<file path="src/rtl/rr_arb_pkg.sv">
// rtl/rr_arb_pkg.sv - shared types and constants for rr_arbiter consumers
package rr_arb_pkg;

  localparam int CLIENTS     = 32;
  localparam int DATA_W      = 32;
  localparam int GRANT_CNT_W = 16;

  function automatic int idx_width(input int n);
    return (n > 1) ? $clog2(n) : 1;
  endfunction

  localparam int IDX_W = idx_width(CLIENTS);

  typedef logic [IDX_W-1:0] client_idx_t;

endpackage

</file>
<file path="src/rtl/rr_grant_pipe_if.sv">
// rtl/rr_grant_pipe_if.sv - valid/ready result interface of rr_grant_pipe
interface rr_grant_pipe_if #(
  parameter int DATA_W = 32,
  parameter int IDX_W  = 5
);

  logic              out_valid;
  logic              out_ready;
  logic [DATA_W-1:0] out_data;
  logic [IDX_W-1:0]  out_client;

  modport master (
    output out_valid,
    output out_data,
    output out_client,
    input  out_ready
  );

  modport slave (
    input  out_valid,
    input  out_data,
    input  out_client,
    output out_ready
  );

endinterface

</file>
<file path="src/rtl/rr_grant_pipe_onehot_to_idx.sv">
// rtl/rr_grant_pipe_onehot_to_idx.sv - lowest-set-bit encoder with multi-hot flag
module onehot_to_idx
  import rr_arb_pkg::*;
#(
  parameter int N     = 32,
  parameter int IDX_W = 5
) (
  input  logic [N-1:0]     vec,
  output logic [IDX_W-1:0] idx,
  output logic             multi_hot
);

  // Scanning from the top down leaves the lowest set bit as the final winner.
  always_comb begin
    idx = '0;
    for (int i = N - 1; i >= 0; i--) begin
      if (vec[i]) begin
        idx = IDX_W'(i);
      end
    end
  end

  // Clearing the lowest set bit leaves something only if two or more were set.
  assign multi_hot = |(vec & (vec - N'(1)));

endmodule

</file>
<file path="src/rtl/rr_grant_pipe.sv">
// rr_grant_pipe.sv - captures arbiter winners into a 2-entry buffer and backpressures the arbiter
module rr_grant_pipe #(
  parameter int  CLIENTS = rr_arb_pkg::CLIENTS,
  parameter int  DATA_W  = rr_arb_pkg::DATA_W,
  localparam int IDX_W   = rr_arb_pkg::idx_width(CLIENTS)
) (
  input  logic                              clock,
  input  logic                              reset,
  input  logic [CLIENTS-1:0]                grant,
  input  logic [CLIENTS*DATA_W-1:0]         req_data,
  output logic                              stall,
  rr_grant_pipe_if.master                   out_if,
  output logic                              grant_err,
  output logic [rr_arb_pkg::GRANT_CNT_W-1:0] grant_cnt
);

  import rr_arb_pkg::*;

  typedef struct packed {
    logic [IDX_W-1:0]  client;
    logic [DATA_W-1:0] data;
  } entry_t;

  logic [IDX_W-1:0]       enc_idx;
  logic                   multi_hot;
  logic                   any_grant;
  logic                   push;
  logic                   pop;
  entry_t                 new_entry;
  entry_t                 head_q, head_d;
  entry_t                 tail_q, tail_d;
  logic [1:0]             count_q, count_d;
  logic                   err_q, err_d;
  logic [GRANT_CNT_W-1:0] cnt_q, cnt_d;

  onehot_to_idx #(
    .N     (CLIENTS),
    .IDX_W (IDX_W)
  ) u_enc (
    .vec       (grant),
    .idx       (enc_idx),
    .multi_hot (multi_hot)
  );

  // Stall comes straight off the occupancy flops so the arbiter sees no comb path from grant/out_ready.
  assign stall = (count_q == 2'd2);

  always_comb begin
    any_grant        = |grant;
    push             = any_grant && !stall;
    pop              = (count_q != 2'd0) && out_if.out_ready;
    new_entry.client = enc_idx;
    new_entry.data   = req_data[enc_idx*DATA_W +: DATA_W];

    head_d  = head_q;
    tail_d  = tail_q;
    count_d = count_q;

    case (count_q)
      2'd0: begin
        if (push) begin
          head_d  = new_entry;
          count_d = 2'd1;
        end
      end
      2'd1: begin
        if (push && pop) begin
          head_d = new_entry;
        end else if (push) begin
          tail_d  = new_entry;
          count_d = 2'd2;
        end else if (pop) begin
          count_d = 2'd0;
        end
      end
      2'd2: begin
        if (pop) begin
          head_d  = tail_q;
          count_d = 2'd1;
        end
      end
      default: count_d = 2'd0;
    endcase

    // A grant while stalled breaks the arbiter contract just as a multi-hot grant does.
    err_d = err_q | (any_grant && (stall || multi_hot));
    cnt_d = (push && (cnt_q != '1)) ? cnt_q + 1'b1 : cnt_q;
  end

  always_ff @(posedge clock) begin
    if (reset) begin
      head_q  <= '0;
      tail_q  <= '0;
      count_q <= 2'd0;
      err_q   <= 1'b0;
      cnt_q   <= '0;
    end else begin
      head_q  <= head_d;
      tail_q  <= tail_d;
      count_q <= count_d;
      err_q   <= err_d;
      cnt_q   <= cnt_d;
    end
  end

  assign out_if.out_valid  = (count_q != 2'd0);
  assign out_if.out_data   = head_q.data;
  assign out_if.out_client = head_q.client;
  assign grant_err         = err_q;
  assign grant_cnt         = cnt_q;

endmodule

</file>
<file path="src/flat_wrapper.sv">
// flat-port wrapper written by rule: the top's interface ports become plain ports
module rr_grant_pipe_flat import rr_arb_pkg::*;
#(
  parameter int  CLIENTS = rr_arb_pkg::CLIENTS,
  parameter int  DATA_W  = rr_arb_pkg::DATA_W,
  localparam int IDX_W   = rr_arb_pkg::idx_width(CLIENTS)
)
  (clock, reset, grant, req_data, stall, grant_err, grant_cnt, out_if_out_valid, out_if_out_data, out_if_out_client, out_if_out_ready);
  rr_grant_pipe_if #(.DATA_W(DATA_W), .IDX_W(IDX_W)) out_if_i ();
  input  logic clock;
  input  logic reset;
  input  logic [CLIENTS-1:0] grant;
  input  logic [CLIENTS*DATA_W-1:0] req_data;
  output logic stall;
  output logic grant_err;
  output logic [rr_arb_pkg::GRANT_CNT_W-1:0] grant_cnt;
  output wire logic [$bits(out_if_i.out_valid)-1:0] out_if_out_valid;
  output wire logic [$bits(out_if_i.out_data)-1:0] out_if_out_data;
  output wire logic [$bits(out_if_i.out_client)-1:0] out_if_out_client;
  input wire logic [$bits(out_if_i.out_ready)-1:0] out_if_out_ready;
  assign out_if_out_valid = out_if_i.out_valid;
  assign out_if_out_data = out_if_i.out_data;
  assign out_if_out_client = out_if_i.out_client;
  assign out_if_i.out_ready = out_if_out_ready;
  rr_grant_pipe #(.CLIENTS(CLIENTS), .DATA_W(DATA_W)) u_core (.clock(clock), .reset(reset), .grant(grant), .req_data(req_data), .stall(stall), .out_if(out_if_i), .grant_err(grant_err), .grant_cnt(grant_cnt));
endmodule
</file>
<file path="config.mk">
export PLATFORM = sky130hd
export DESIGN_NAME = rr_grant_pipe_flat
export DESIGN_NICKNAME = d
export VERILOG_FILES = /design/src/rtl/rr_arb_pkg.sv /design/src/rtl/rr_grant_pipe_if.sv /design/src/rtl/rr_grant_pipe_onehot_to_idx.sv /design/src/rtl/rr_grant_pipe.sv /design/src/flat_wrapper.sv
export SDC_FILE = /design/constraint.sdc
export NUM_CORES = 1
export LEC_CHECK = 0
export ABC_CLOCK_PERIOD_IN_PS = 7800
export CORE_AREA = 2 2 433 435
export DETAILED_ROUTE_END_ITERATION = 10
export DIE_AREA = 0 0 435 437
export SLEW_MARGIN = 20
export SYNTH_ARGS = -nofsm -noshare
export SYNTH_HDL_FRONTEND = slang
export SYNTH_HIERARCHICAL = 1
export SYNTH_SLANG_ARGS = --single-unit
</file>
<file path="constraint.sdc">
create_clock -name clock -period 7.8 [get_ports clock]
set_input_delay 1.56 -clock clock [delete_from_list [all_inputs] [get_ports clock]]
set_output_delay 1.56 -clock clock [all_outputs]
set_load 0.05 [all_outputs]
</file>
# Yosys cells after proc, flatten, opt, wreduce, memory -nomap -nowiden
# Index checks and enable logic that the tools add are counted.
# totals
ff_bits,93
out_inout_bits,56
# op_classes
addsub,2
eq_ne,8
shift,1
muxes,42
bitwise_logic,3
reduce_logical,15
# op_table
operator,count
variable part select 1024 x 11 -> 32 bit,1
2-to-1 mux 5 bit,32
2-to-1 mux 37 bit,3
case mux 37 bit (3 select lines),1
OR reduction 32 bit,2
bitwise AND 32 bit,1
"subtractor 32 x 1 -> 32 bit, second input constant",1
"adder 16 x 1 -> 16 bit, second input constant",1
"inequality test 16 bit, second input constant",1
2-to-1 mux 2 bit,5
AND reduction 4 bit,2
case mux 2 bit (3 select lines),1
logical AND 1 bit,5
"inequality test 2 x 1 -> 1 bit, second input constant",2
"inequality test 2 bit, second input constant",2
"inequality test 3 x 1 -> 1 bit, second input constant",1
AND reduction 3 bit,1
nonzero test 3 bit,1
"equality test 2 x 1 -> 1 bit, second input constant",1
"equality test 2 bit, second input constant",1
logical NOT 2 bit,1
nonzero test 2 bit,1
logical NOT 1 bit,1
logical OR 1 bit,1
2 further kinds,2

# Longest topological paths before layout
# logic_depth
word_depth,35
depth_mapped,15
ltp_nobuf,12

# Modules after synthesis
# Netlist, hierarchy kept.
# modules_own_cells
module,n_inst,cells_each,area_each_um2,seq_area_each_um2
rr_grant_pipe,1,1549,12754.7,1861.8
onehot_to_idx,1,117,721.9,0.0

# Least setup slack after synthesis
# OpenSTA, ideal clock, no wires.
# synth_path
path_kind,input to register
startpoint,in grant[11]
endpoint,reg u_core.head_q (netlist bit u_core/out_if.out_data[13])
setup_ns,0.129
t_arrival_ns,3.937
required_time_ns,7.671
slack_ns,3.734
cell_stages,15
path_cell_list,buf_2 -> inv_1 -> a21oi_1 -> nor2_1 -> nor4_1 -> a2111oi_0 -> a221oi_1 -> and2_1 -> buf_2 -> buf_1 -> a22oi_1 -> nand2_1 -> o22ai_1 -> nor2_1 -> o221ai_2
# synth_via
elab_chain_len,15
elab_cells_between_ends,22
classes_between,eq/ne (2); shift (1); mux (15); reduce/logical (4)
# synth_lines
item,line,text
"start, declared",flat_wrapper.sv:12,input logic [CLIENTS-1:0] grant;
2-to-1 mux 5 bit (*) (12 in a row),rr_grant_pipe_onehot_to_idx.sv:17,if (vec[i]) begin
via u_core.enc_idx[0],rr_grant_pipe.sv:24,logic [IDX_W-1:0] enc_idx;
variable part select 1024 x 11 -> 32 bit (*),rr_grant_pipe.sv:53,new_entry.data = req_data[enc_idx*DATA_W +: DATA_W];
"2-to-1 mux 37 bit, on equally long branches","rr_grant_pipe.sv:67, rr_grant_pipe.sv:61",
case mux 37 bit (3 select lines) (*),rr_grant_pipe.sv:59,case (count_q)
"end signal, assigned",rr_grant_pipe.sv:92,head_q <= '0;
"end signal, assigned",rr_grant_pipe.sv:98,head_q <= head_d;
"end, declared",rr_grant_pipe.sv:30,"entry_t head_q, head_d;"
# Mark *: on every way through the listed nets, which the timed path passes. The rest lies on a longest branch. The select of a mux whose other input is x is not followed.
# A chain may end at the register's enable or synchronous reset.

# Worst setup path in the final report
# layout_path
startpoint,in grant[24]
endpoint,reg u_core.head_q (netlist bit u_core/out_if.out_data[17])
# layout_via
elab_chain_len,28
elab_cells_between_ends,35
classes_between,eq/ne (2); shift (1); mux (28); reduce/logical (4)
# layout_lines
item,line
2-to-1 mux 5 bit (*) (25 in a row),rr_grant_pipe_onehot_to_idx.sv:17
via u_core.enc_idx[2],rr_grant_pipe.sv:24
variable part select 1024 x 11 -> 32 bit (*),rr_grant_pipe.sv:53
"2-to-1 mux 37 bit, on equally long branches","rr_grant_pipe.sv:67, rr_grant_pipe.sv:61"
case mux 37 bit (3 select lines) (*),rr_grant_pipe.sv:59
# Marks and branches as above.

==> reports/metrics.cfg <==
[run_status]
outcome = completed

[pwr]
combPwrFrac_pct = 59.7
power_frac_seq_pct = 19.9
sw_frac_of_total_pct = 41.9
power_leakage_nw = 9.15
intPower_mw = 1.59
power_switching_mw = 1.15
power_per_cell_area_nw_per_um2 = 98.3
p_clk_share_pct = 20.4
ir_drop_uv = 132

[worst_hold_path]
worst_hold_path.num_cells = 2
holdPathEnd = u_core/grant_err$_SDFF_PP0_
min-delay-start = u_core/grant_err$_SDFF_PP0_
min_path_type = register to register

[floorplanning]
chipHeight_um = 437
rows = 158
initial_core_util_pct = 7.28
core_um2 = 185000
die_x_um = 435
io_pins = 1115
die-area_um2 = 190000

[cts]
cts.clk_slew.worst_paths_ns = 0.09
cts_tree = built
cts_resized = 0
clk_latency_ns = 0.43
numCtsBuffers = 9
cts_setup_buffers = 0
cts_hold_buffers = 0
cts_buffer_depth = 2
clkSinkCount = 93
htreeDepth = 3
root_buffer = clkbuf_16

[timing]
worst_pin_slew_ns = 1.16
period_needed_ns = 6.46
report.final.slew_viol_count = 0
fin_crit_sh_pct = 82.8
hold-worst-slack_ns = 0.497
tns_ns = 0
fmax_ghz = 0.155
hold_violations = 0
slew_headroom_pct = 21.6
skew_ns = 0.0217
finalSetupViolCount = 0
rsz0062_at_grt = false

[worst_setup_path]
crit_type = input port to register
path_common_cell = nor2_1
cp_data_required_time_ns = 8.09
crit_path_cell_trace = clkdlybuf4s50_1 -> nor4_1 -> nor2b_1 -> nor2_1 -> o21ai_0 -> a21oi_1 -> nor2_1 -> nor2b_4 -> buf_12 -> a22oi_1 -> nand2_1 -> o22ai_1 -> nor2_1 -> o221ai_1
startpoint_type = input port
crit_path_start = grant[24]
r2r-end = u_core/out_if.out_data[11]$_SDFFE_PP0P_
r2r-start = u_core/count_q[1]$_SDFFE_PP0P_
reg2reg_slack_ns = 5.42
cp-end-kind = register
worst_ep_arrival_time_ns = 6.74
worst_r2r_path_depth = 6
slowest_stage = nor4_1
cp_max_fo = 41
cpPeakStageDelay_ns = 1.03

[global_route]
antenna_found_initial = 152
grt_use_total_pct = 16.9
grt_pass1_wl_mm = 209
grt_pass1_vias = 19086
overflow = 0
grt_max_degree = 98

[synthesis]
postSynthNetCount = 2726
synth_top_area_cell = mux2i_1
syn-cell-area_um2 = 13500
synthCells = 1666
synth_area_leaders = mux2i_1 (38%), a22oi_1 (14%), dfxtp_1 (14%)
netlist.area_leader.share_pct = 38.5
synth-edff-count = 0
async_flop_share_pct = 0
yosysUniqueCellTypes = 64
synth_flop_cell = dfxtp_1
ys_ff_latch = 93
ys_seq_area_share_pct = 13.8
yosysWarnings = 6
avgSynthCellArea_um2 = 8.09

[detailed_routing]
drc = 0
highest_layer = met5
drt_pre_antenna_iters = 6
drt_wl_total_mm = 168
vias = 19022
drtAntennaViolNets = 0
route.met3.wl_mm = 10.5
wl_per_cell_um = 32.2
drt_iter0_drc = 1480
wl_met2_mm = 87.5
wl_met1_mm = 65.4
vias_per_cell = 3.65

[final_layout]
fillers = 21042
syn_to_final_growth_pct = 107
nets = 3747
final_layout_size_suffix_gt1_share_pct = 4.72

[run]
drv_cap = 0

[placed_design]
portBuffers = 1114
gp_congestion = 0.983
hpwl_mm = 148

[per-stage QoR]
stage / instances / worst slack (ns) / utilization [%] / area (um2) / power, mW
2_1_floorplan: 1666 / 3.73 / - / 13500 / 1.15
3_3_place_gp: 5155 / 0.690 / 14.8 / 27400 / 2.23
3_5_place_dp: 5155 / 0.820 / 14.8 / 27400 / 2.22
4_1_cts: 5171 / 1.31 / 15.0 / 27800 / 2.82
5_1_grt: 5193 / 1.04 / 15.1 / 27900 / 2.89
6_report: 5211 / 1.34 / 15.1 / 27900 / 2.74
[logic make-up (layout without fill, tap and decap cells)]
family	Yosys count	in the layout	share of synthesized area, %
multiplexers	518	518	38.5
AO/OA/AOI/OAI	473	473	25.5
AND/OR/NAND/NOR	382	382	13.2
buffers and inverters	182	1208	7.87
flip-flops	93	93	13.8
XOR/XNOR	15	15	0.975
adder cells (fa/ha/maj)	3	3	0.251
other	0	39	0
[power by group through the flow]
stage               clock network [mW]  logic, mW  registers [mW]
finish                           0.561       1.64           0.545
detailed placement                   0       1.67           0.555
global placement                     0       1.68           0.555
floorplan                            0      0.522           0.632
CTS                              0.598       1.67           0.545
global route                     0.607       1.73           0.551
[worst max-delay path: cells and delay by family]
kind	cells	cell delay (ns)
AND/OR/NAND/NOR	7	3.34
buffers and inverters	2	0.86
AO/OA/AOI/OAI	5	0.88
[cell type report]
type                       instances  area, um2  area share, %
tap                             2480       3100           11.1
multi-input combinational       1391      10600           38.1
timing repair buffer            1181      11800           42.4
inverter                          11       41.3          0.148
sequential                        93       1860           6.67
antenna                           39       97.6          0.350
clock buffer                      10        239          0.857
clock inverter                     6        100          0.359
[cell usage in the layout (no fill, tap or decap), drive strengths merged, types with 26 or more instances in the layout]
master         count
clkdlybuf4s50   1112
mux2i            518
a22oi            258
nand2            185
dfxtp             93
nor2              86
buf               69
o22ai             66
a21oi             42
diode             39
o21ai             39
nand4             36
o221ai            32
nor4              26
[per-layer routing]
layer  vias to the layer above  track usage (%)
met5                         -                0
met3                       279             3.91
met1                      9179             19.6
met4                        62             4.73
met2                       929             30.6
li1                       8573                -
[synthesized netlist by cell type (2+ instances only)]
cell type  instances
xnor2_1           15
nor2b_1            3
dfxtp_1           93
o31ai_1            4
clkbuf_1          52
a22oi_1          258
or4_4              3
nand2_1          183
nor2_1            85
nand2_2            2
or3_1              2
buf_1              7
inv_1             10
nor4b_1            4
nand2b_1           3
nor3_1            11
o21ai_1            5
mux2i_1          518
buf_6             26
a2111oi_0          2
a31oi_1            6
o32ai_1            2
or2_2              2
nor4_2             2
a311oi_2           5
and4_1             3
buf_2             56
o221ai_2          10
a21oi_1           42
o21bai_1           2
o2111ai_1          3
nand3_1            9
a221oi_1           2
nand4_1           35
o221ai_1          22
buf_4             29
or4_1              3
o22ai_1           66
o21ai_0           33
nor4_1            24
[flip-flops by register name, summed over array words and instances (netlist names)]
signal,flops
u_core/count_q,2
u_core/grant_cnt,16
u_core/out_if.out_client,5
u_core/out_if.out_data,32
u_core/tail_q,37
u_core/grant_err,1
[worst max path at each step]
stage,to,slack [ns],depth (start not counted)
2_1_floorplan,u_core/out_if.out_data[13]$_SDFFE_PP0P_,3.73,15
3_3_place_gp,u_core/out_if.out_data[17]$_SDFFE_PP0P_,0.69,14
3_5_place_dp,u_core/out_if.out_data[17]$_SDFFE_PP0P_,0.82,14
4_1_cts,u_core/out_if.out_data[17]$_SDFFE_PP0P_,1.31,14
5_1_grt,u_core/out_if.out_data[17]$_SDFFE_PP0P_,1.04,14
6_report,u_core/out_if.out_data[17]$_SDFFE_PP0P_,1.34,14
Note: power is estimated with default switching activity, not from simulation.
